===== config.mk =====
export PLATFORM = sky130hd
export DESIGN_NAME = reg_file_sb
export DESIGN_NICKNAME = d
export VERILOG_FILES = /design/src/rtl/reg_file_sb.sv
export SDC_FILE = /design/constraint.sdc
export NUM_CORES = 1
export LEC_CHECK = 0
export CELL_PAD_IN_SITES_DETAIL_PLACEMENT = 0
export CELL_PAD_IN_SITES_GLOBAL_PLACEMENT = 2
export CORE_MARGIN = 1.5
export CORE_UTILIZATION = 48
export CTS_BUF_LIST = sky130_fd_sc_hd__clkbuf_16
export DETAILED_ROUTE_END_ITERATION = 8
export PLACE_DENSITY_LB_ADDON = 0.3
export SLEW_MARGIN = 40
export SYNTH_ARGS = -nofsm -noshare
export SYNTH_HDL_FRONTEND = slang
export SYNTH_SLANG_ARGS = --single-unit

===== constraint.sdc =====
create_clock -name clk_i -period 7.45 [get_ports clk_i]
set_clock_uncertainty 0.2 [all_clocks]
set_input_delay 0.745 -clock clk_i [delete_from_list [all_inputs] [get_ports clk_i]]
set_output_delay 0.745 -clock clk_i [all_outputs]
set_load 0.01 [all_outputs]

===== src/rtl/reg_file_sb.sv =====
// Integer register file with combinational read ports, one write port, optional
// write-to-read bypass, a per-register busy scoreboard and a post-reset clear sequencer.
module reg_file_sb #(
   parameter int XLEN     = 32,
   parameter int NREG     = 32,
   parameter int NUM_RD   = 2,
   parameter int BYPASS   = 1,
   parameter int ZERO_REG = 1,
   localparam int AW      = $clog2(NREG)
) (
   input  logic                   clk_i,
   input  logic                   rst_i,
   output logic                   ready_o,
   input  logic [NUM_RD*AW-1:0]   rs_addr_i,
   output logic [NUM_RD*XLEN-1:0] rs_data_o,
   output logic [NUM_RD-1:0]      rs_busy_o,
   input  logic                   RegWrite_i,
   input  logic [AW-1:0]          rd_addr_i,
   input  logic [XLEN-1:0]        rd_data_i,
   input  logic                   issue_i,
   input  logic [AW-1:0]          issue_addr_i
);

   typedef enum logic {INIT, RUN} state_t;

   state_t          r_state;
   logic [AW-1:0]   r_clr_cnt;
   logic            r_ready;
   logic [XLEN-1:0] r_regs [NREG];
   logic [NREG-1:0] r_busy;

   logic            w_wr_zero;

   assign ready_o   = r_ready;
   assign w_wr_zero = (ZERO_REG != 0) && (rd_addr_i == '0);

   always_ff @(posedge clk_i) begin
      if (rst_i) begin
         r_state   <= INIT;
         r_clr_cnt <= '0;
         r_ready   <= 1'b0;
         r_busy    <= '0;
      end else begin
         case (r_state)
            INIT: begin
               // One entry cleared per edge; inputs are ignored until the sweep ends.
               r_regs[r_clr_cnt] <= '0;
               r_clr_cnt         <= r_clr_cnt + 1'b1;
               if (r_clr_cnt == AW'(NREG - 1)) begin
                  r_state <= RUN;
                  r_ready <= 1'b1;
               end
            end
            RUN: begin
               if (RegWrite_i && !w_wr_zero)
                  r_regs[rd_addr_i] <= rd_data_i;
               for (int unsigned i = 0; i < NREG; i++) begin
                  if ((ZERO_REG != 0) && (i == 0))
                     r_busy[i] <= 1'b0;
                  else if (issue_i && (issue_addr_i == AW'(i)))
                     r_busy[i] <= 1'b1;
                  else if (RegWrite_i && (rd_addr_i == AW'(i)))
                     r_busy[i] <= 1'b0;
               end
            end
            default: r_state <= INIT;
         endcase
      end
   end

   always_comb begin
      logic [AW-1:0] w_addr;
      logic          w_byp;
      rs_data_o = '0;
      rs_busy_o = '0;
      w_addr    = '0;
      w_byp     = 1'b0;
      for (int unsigned p = 0; p < NUM_RD; p++) begin
         w_addr = rs_addr_i[p*AW +: AW];
         w_byp  = (BYPASS != 0) && RegWrite_i && (rd_addr_i == w_addr);
         if (r_ready) begin
            if ((ZERO_REG != 0) && (w_addr == '0))
               rs_data_o[p*XLEN +: XLEN] = '0;
            else if (w_byp)
               rs_data_o[p*XLEN +: XLEN] = rd_data_i;
            else
               rs_data_o[p*XLEN +: XLEN] = r_regs[w_addr];
            rs_busy_o[p] = r_busy[w_addr] && !w_byp;
         end
      end
   end

endmodule


[Word level (Yosys, flattened, before mapping)]
Memories as Yosys holds them, arrays and structs flattened.
Cells that the tools add are included.
Word-level totals
  register bits after elaboration: 38
  bits in writable memories: 1024
  input port bits: 56
  output and inout port bits: 67
  logic and storage cells: 327
  memories: 1
Cells by class
  add/subtract/negate cells: 1
  order comparisons: 2
  eq/ne operators: 65
  mux-type cells: 86
  bitwise logic cells: 1
  reduce and logical (&&, ||, !) cells: 137
Memories
  r_regs: depth 32, bits a word 32, rd ports 2, clocked after memory_dff 0, wr ports 1, line 29  | logic [XLEN-1:0] r_regs [NREG];
Operators with widths (count)
  2-to-1 mux 32 bit: 7
  == test 5 bit, second input constant: 33
  == test 5 x 4 -> 1 bit, second input constant: 16
  2-to-1 mux 1 bit: 76
  logical AND 1 bit: 67
  AND reduction 2 bit: 32
  nonzero test 2 bit: 31
  == test 5 x 3 -> 1 bit, second input constant: 8
  OR reduction 32 bit: 1
  == test 5 x 2 -> 1 bit, second input constant: 4
  logical NOT 5 bit: 3
  less-than comparator 5 x 6 -> 1 bit, second input constant: 2
  binary-select mux 1 bit (select 5 bit): 2
  == test 5 x 1 -> 1 bit, second input constant: 2
  == test 5 bit: 2
  adder 5 x 1 -> 5 bit, second input constant: 1
  2-to-1 mux 5 bit: 1
  logical NOT 1 bit: 3
  NOT 1 bit: 1

[Longest topological paths before layout]
Gate-level depths: netlist of the first run.
  word-level depth: 9
  mapped depth: 8
  gate-level depth less buffers: 5

[Worst setup path before layout of the first run]
OpenSTA, ideal clock, no wires.
  path kind: in2reg
  start: input port rd_addr_i[2]
  end: memory r_regs[13][0] (enable)
  library setup time: 0.502 ns
  arrival time: 5.169 ns
  required time: 6.748 ns
  setup slack: 1.579 ns
  cell stages on the path: 6
  path buffers: 2
  cell sequence: clkbuf_1 > nor3_1 > a21oi_1 > mux2_2 > clkbuf_1 > nor4_1
On the way
  cells in the longest elaborated chain, start to end: 9
Ends and longest elaborated chain
  start, declared: line 18  | input logic [AW-1:0] rd_addr_i,
  logical NOT 5 bit
  logical NOT 1 bit: line 55  | if (RegWrite_i && !w_wr_zero)
  logical AND 1 bit: line 55
  2-to-1 mux 1 bit: line 55
  2-to-1 mux 1 bit: line 44  | case (r_state)
  2-to-1 mux 1 bit: line 38  | if (rst_i) begin
  2-to-1 mux 1 bit (implied by the code): line 56  | r_regs[rd_addr_i] <= rd_data_i;
  OR reduction 32 bit (no line)
  2-to-1 mux 5 bit (no line) or 2-to-1 mux 1 bit (tied branches)
  end, declared: line 29
Several ways; a longest one is shown, not always the timed one.

[Final worst setup path of the first run]
  start: input port rs_addr_i[6]
  end: output port rs_data_o[39]
On the way
  cells in the longest elaborated chain, start to end: 5
Ends and longest elaborated chain
  start, declared: line 14  | input logic [NUM_RD*AW-1:0] rs_addr_i,
  parallel branches: the longest is 3 deep, another holds memory read (32 x 32 bit)
  2-to-1 mux 32 bit (*): line 82  | if ((ZERO_REG != 0) && (w_addr == '0))
  2-to-1 mux 32 bit (*): line 81  | if (r_ready) begin
  end, declared: line 15  | output logic [NUM_RD*XLEN-1:0] rs_data_o,
Every way passes the cells marked *.

==> flow_summary.ini, run 1 <==
[status]
status = complete, no violations

[routing]
drt_iter0_drc = 3943
vias = 30900
wl_per_cell_um = 36.7
drt-total-wl_um = 160000
first_pass_iters = 5
via_per_inst = 7.09
drtAntennaViolNets = 0
drc = 0

[timing]
rsz0062_at_grt = false
post-route-period-util_pct = 71.5
finalSetupTns_ps = 0
setup_viol = 0
max_freq_mhz = 188
period_minus_slack_ps = 5320
worstMarginPinSlew_ps = 924
slew_viol_final = 0
hold_viol = 0
relSlewSlack_pct = 38.4

[worst_setup_path]
cp_max_fo = 81
r2r_setup_slack_ps = 3160
worstPathArrival_ps = 4380
cp-end-kind = output port
worstSetupPathType = input pin to output port
r2r_cells = 6
required_ps = 6500
start_kind = input pin

[floorplan]
num_rows = 118
core_area_sq_mm = 0.104
dieWidth_um = 327
ioPinCount = 123
die_h_um = 327
start_util_pct = 48.5
dieArea_sq_mm = 0.107

[layout]
final_util_pct = 54.8
diodes = 0
syn_to_final_growth_pct = 13.0
stdcell_count = 4357
nets = 2946
multi_input_area_sq_mm = 0.0180
register_area_sq_mm = 0.0315
design_area_sq_mm = 0.0568
layout_common_cells = edfxtp_1, mux4_2, mux2_2
fillers = 7902
drive_gt1_share_pct = 34.0
layout_commonest_cell = edfxtp_1

[clock_network]
cts_root_buffer = clkbuf_16
clock-sinks = 1062
clk_pin_slew_worst_paths_ps = 60
cts-hold-fix-buffers = 0
cts_tree = yes
clk_path_buf_depth = 3
cts.repair.resized = 0
insertion_delay_ps = 710
cts_setup_buffers = 0
htreeDepth = 3
cts_buffers = 110

[pwr]
p_leak_uw = 0.0157
p_clk_share_pct = 42.4
seqPwrFrac_pct = 51.8
switching_share_pct = 21.9
p_int_uw = 9830
power_switching_uw = 2750
comb_power_share_pct = 5.9
p_per_area_mw_per_mm2 = 221
ir_worst_vdd_mv = 0.178

[placed_design]
dp_cells = 4156
dp_hpwl_um = 93100
place.gp.congestion = 0.819
placed_area_sq_mm = 0.0534
io_buffers = 122

[yosys]
synthArstFlopShare_pct = 0
synth_warnings = 0
syn_nets = 2856
synth_seq_cells = 1062
syn_inst = 2798
yosysSeqAreaShare_pct = 62.6
syn_area_per_cell_sq_um = 18.0
synth_edf_count = 1024
synth-main-ff-cell = edfxtp_1
syn-cell-area_sq_mm = 0.0503
synth_cell_types = 49

[grt]
grt_use_total_pct = 29.8
overflow = 0
grt_max_degree = 84
grt_pass1_wl_um = 227000
antenna_found_initial = 3
grt_pass1_vias = 31700

[worst_hold_path]
hold_path.class = flop to flop
whs_path_depth = 2

[flow_run]
cap_viol_max_count = 0
synthesized netlist by cell type, types with 10 or more instances:
cell      count  area (sq um)
edfxtp_1   1024         30700
o21ai_0      31           155
nor3_1       29           145
a22oi_1      65           488
a211oi_1     64           480
nand3_1      14          70.1
nand2b_1     18           113
nor2_1       19          71.3
a21oi_1      35           175
o32a_1       67           671
xor2_1       10          87.6
buf_1        19          71.3
buf_2        81           405
o31ai_1      64           480
clkbuf_1    136           510
o22ai_1     194          1210
mux4_2      398          8960
mux2_2      259          2920
nand2_1      37           139
nor4_1       12          75.1
and2_1       33           206
mux2i_1      77           771
dfxtp_1      38           761
kinds of logic after synthesis:
kind of cell / after synthesis / share of synthesized area (%)
and+or+nand+nor: 202 / 2.23
muxes: 735 / 25.2
AOI/OAI and AO/OA: 534 / 7.50
adders and majority gates: 2 / 0.0497
xor gates and xnor gates: 13 / 0.226
buffers and inverters: 250 / 2.19
DFF: 1062 / 62.6
metrics by stage:
step	hold WS [ps]	setup WS (ps)	total power (uW)
2_1_floorplan	260	1580	7110
3_3_place_gp	283	2120	7350
3_5_place_dp	282	2090	7370
4_1_cts	290	2080	12600
5_1_grt	322	1960	12900
6_report	286	2130	12600
state kept, by name, summed over array words and instances, names as in the netlist:
name and cells:
r_state 1, r_clr_cnt 5, ready_o 1, r_busy 31, r_regs 1024
routing by layer:
metal / vias up / routed length (um) / track usage [%]
li1: 12300 / - / -
met1: 16500 / 61000 / 39.9
met3: 346 / 14000 / 5.50
met2: 1745 / 78600 / 49.2
met4: 2 / 6270 / 10.8
met5: - / 12 / 0
final cells by class:
| class | instances | share of cell area [%] |
|---|---|---|
| Timing Repair Buffer | 223 | 3.73 |
| Clock inverter | 88 | 1.11 |
| Inverter | 5 | 0.0330 |
| Tap cell | 1380 | 3.04 |
| Clock buffer | 113 | 4.97 |
| Multi-Input combinational cell | 1486 | 31.7 |
| Sequential cell | 1062 | 55.4 |
power groups by stage:
stage                     clock (uW)  sequential [uW]  combinational (uW)
after detailed placement           0             6640                 732
after floorplan                    0             6630                 479
final                           5330             6510                 738
after CTS                       5380             6510                 734
after global placement             0             6630                 721
after global routing            5600             6510                 766
final timing paths:
check / endpoint / start
min reg2reg: r_busy[7]$_SDFFE_PP0P_ / r_busy[7]$_SDFFE_PP0P_
max reg2reg: r_regs[8][5]$_DFFE_PP_ / r_state$_SDFF_PP0_
max: rs_data_o[39] / rs_addr_i[6]
min: r_busy[7]$_SDFFE_PP0P_ / r_busy[7]$_SDFFE_PP0P_
worst max-delay path, cell delays in order:
cell and delay (ps):
buf_8 350, buf_12 460, buf_4 720, mux4_2 340, mux2i_1 80, a211oi_1 730
o32a_1 280, clkdlybuf4s50_1 540
Power figures use the tool's default switching activity.
==> inputs of run 2 (changes only) <==
- clock period: 7.45 -> 5.3 ns (I/O delays scaled with it)
==> run 2 against run 1 <==
Compared with the run above: setup slack lost 1500 ps; final cell count grew 0.55%; highest routed layer is now met4; sequential power grew 41%; final area grew 0.80%; sequential share of layout area shrank 0.44 points.
==> flow_summary.ini, run 2 (same netlist as run 1, synthesis figures left out) <==
[clock_network]
clk_path_buf_depth = 3
cts_setup_buffers = 0
insertion_delay_ps = 690
cts_tree = yes
clock-sinks = 1062
cts_root_buffer = clkbuf_16
cts.repair.resized = 0
cts_buffers = 110
htreeDepth = 3
cts-hold-fix-buffers = 0
clk_pin_slew_worst_paths_ps = 60

[layout]
multi_input_area_sq_mm = 0.0180
fillers = 7938
drive_gt1_share_pct = 34.4
top_regs = r_regs (1024), r_busy (31), r_clr_cnt (5)
design_area_sq_mm = 0.0573
stdcell_count = 4381
nets = 2969
layout_commonest_cell = edfxtp_1
layout_common_cells = edfxtp_1, mux4_2, mux2_2
final_util_pct = 55.2
largest_reg_flops = 1024
syn_to_final_growth_pct = 13.9
regMostFlops = r_regs
register_area_sq_mm = 0.0315

[pwr]
power_switching_uw = 3910
switching_share_pct = 22.0
p_leak_uw = 0.0159
p_clk_share_pct = 42.5
seqPwrFrac_pct = 51.6
p_int_uw = 13800
p_per_area_mw_per_mm2 = 310
comb_power_share_pct = 5.9
ir_worst_vdd_mv = 0.244

[floorplan]
dieWidth_um = 327
start_util_pct = 48.5
dieArea_sq_mm = 0.107
ioPinCount = 123
core_area_sq_mm = 0.104
num_rows = 118
die_h_um = 327

[worst_setup_path]
cp-end-kind = output port
start_kind = flop
worstPathArrival_ps = 3970
required_ps = 4570
cp_max_fo = 10
cp_cell_sequence = nand3b_1, buf_4, a211oi_1, o32a_1, clkdlybuf4s50_1
r2r_cells = 5
critPathSlowestCell = nand3b_1
worstSetupPathType = flop to output port
max_stage_delay_ps = 700

[timing]
rsz0062_at_grt = false
hold_viol = 0
worstMarginPinSlew_ps = 907
max_freq_mhz = 213
slew_viol_final = 0
post-route-period-util_pct = 88.6
setup_viol = 0
finalSetupTns_ps = 0
relSlewSlack_pct = 39.6
period_minus_slack_ps = 4700
setup_ws_ps = 605

[worst_hold_path]
hold_path.class = flop to flop
whs_path_depth = 2

[status]
status = complete, no violations

[flow_run]
cap_viol_max_count = 0

[grt]
grt_pass1_vias = 31700
overflow = 0
grt_use_total_pct = 30.3
antenna_found_initial = 1
grt_max_degree = 100
grt_pass1_wl_um = 231000

[routing]
drt_iter0_drc = 3991
drc = 0
first_pass_iters = 7
drt-total-wl_um = 162000
via_per_inst = 7.09
wl_per_cell_um = 36.9
drtAntennaViolNets = 0
vias = 31100

[placed_design]
pre_cts_ws_ps = 733
place.gp.congestion = 0.851
io_buffers = 122
dp_hpwl_um = 95500
dp_cells = 4179
placed_area_sq_mm = 0.0538
## run 2: changes by cell type in the layout (fill, tap and decap cells not counted), moves of 4 or more
cell	change
clkinv_1	-7
buf_12	+24
buf_6	-5
inv_1	+5
clkinv_8	+4
## run 2: power by group through the flow
stage                     Sequential, uW  Clock, uW  Combinational, uW
after floorplan                     9320          0                673
after global placement              9320          0               1030
after detailed placement            9330          0               1040
after CTS                           9150       7610               1040
after global routing                9160       7930               1090
final                               9160       7540               1050
## run 2: cell type report
cell class	count	share of cell area, %
Multi-Input combinational cell	1486	31.4
Sequential cell	1062	55.0
Clock inverter	90	1.25
Inverter	5	0.0328
Timing Repair Buffer	246	4.49
Tap cell	1380	3.01
Antenna cell	1	0.00437
Clock buffer	111	4.85
## run 2: layer usage
layer / part of all wire, % / wire (um) / global-route usage [%] / vias up
met5: 0 / 0 / 0 / -
met4: 3.7 / 6010 / 11.3 / 0
met3: 9.9 / 16000 / 6.08 / 341
met2: 48 / 76900 / 47.7 / 1875
met1: 39 / 62800 / 42.0 / 16600
li1: - / - / - / 12300
## run 2: per-stage QoR
step	hold WS (ps)	power, uW
after floorplan	260	9990
after global placement	278	10400
after detailed placement	287	10400
after CTS	292	17800
after global routing	305	18200
final	296	17700
## run 2: worst paths after layout
kind	from	endpoint	slack (ps)
max	ready_o$_SDFFE_PP0P_	rs_data_o[22]	600
min	r_busy[18]$_SDFFE_PP0P_	r_busy[18]$_SDFFE_PP0P_	300
max reg2reg	r_state$_SDFF_PP0_	r_regs[16][15]$_DFFE_PP_	1470
min reg2reg	r_busy[18]$_SDFFE_PP0P_	r_busy[18]$_SDFFE_PP0P_	300
## run 2: worst max-delay path, delay by kind of cell (launching register included)
kind,cells,cell delay (ps)
AOI/OAI and AO/OA,2,880
buffers and inverters,2,1030
DFF,1,640
and+or+nand+nor,1,700
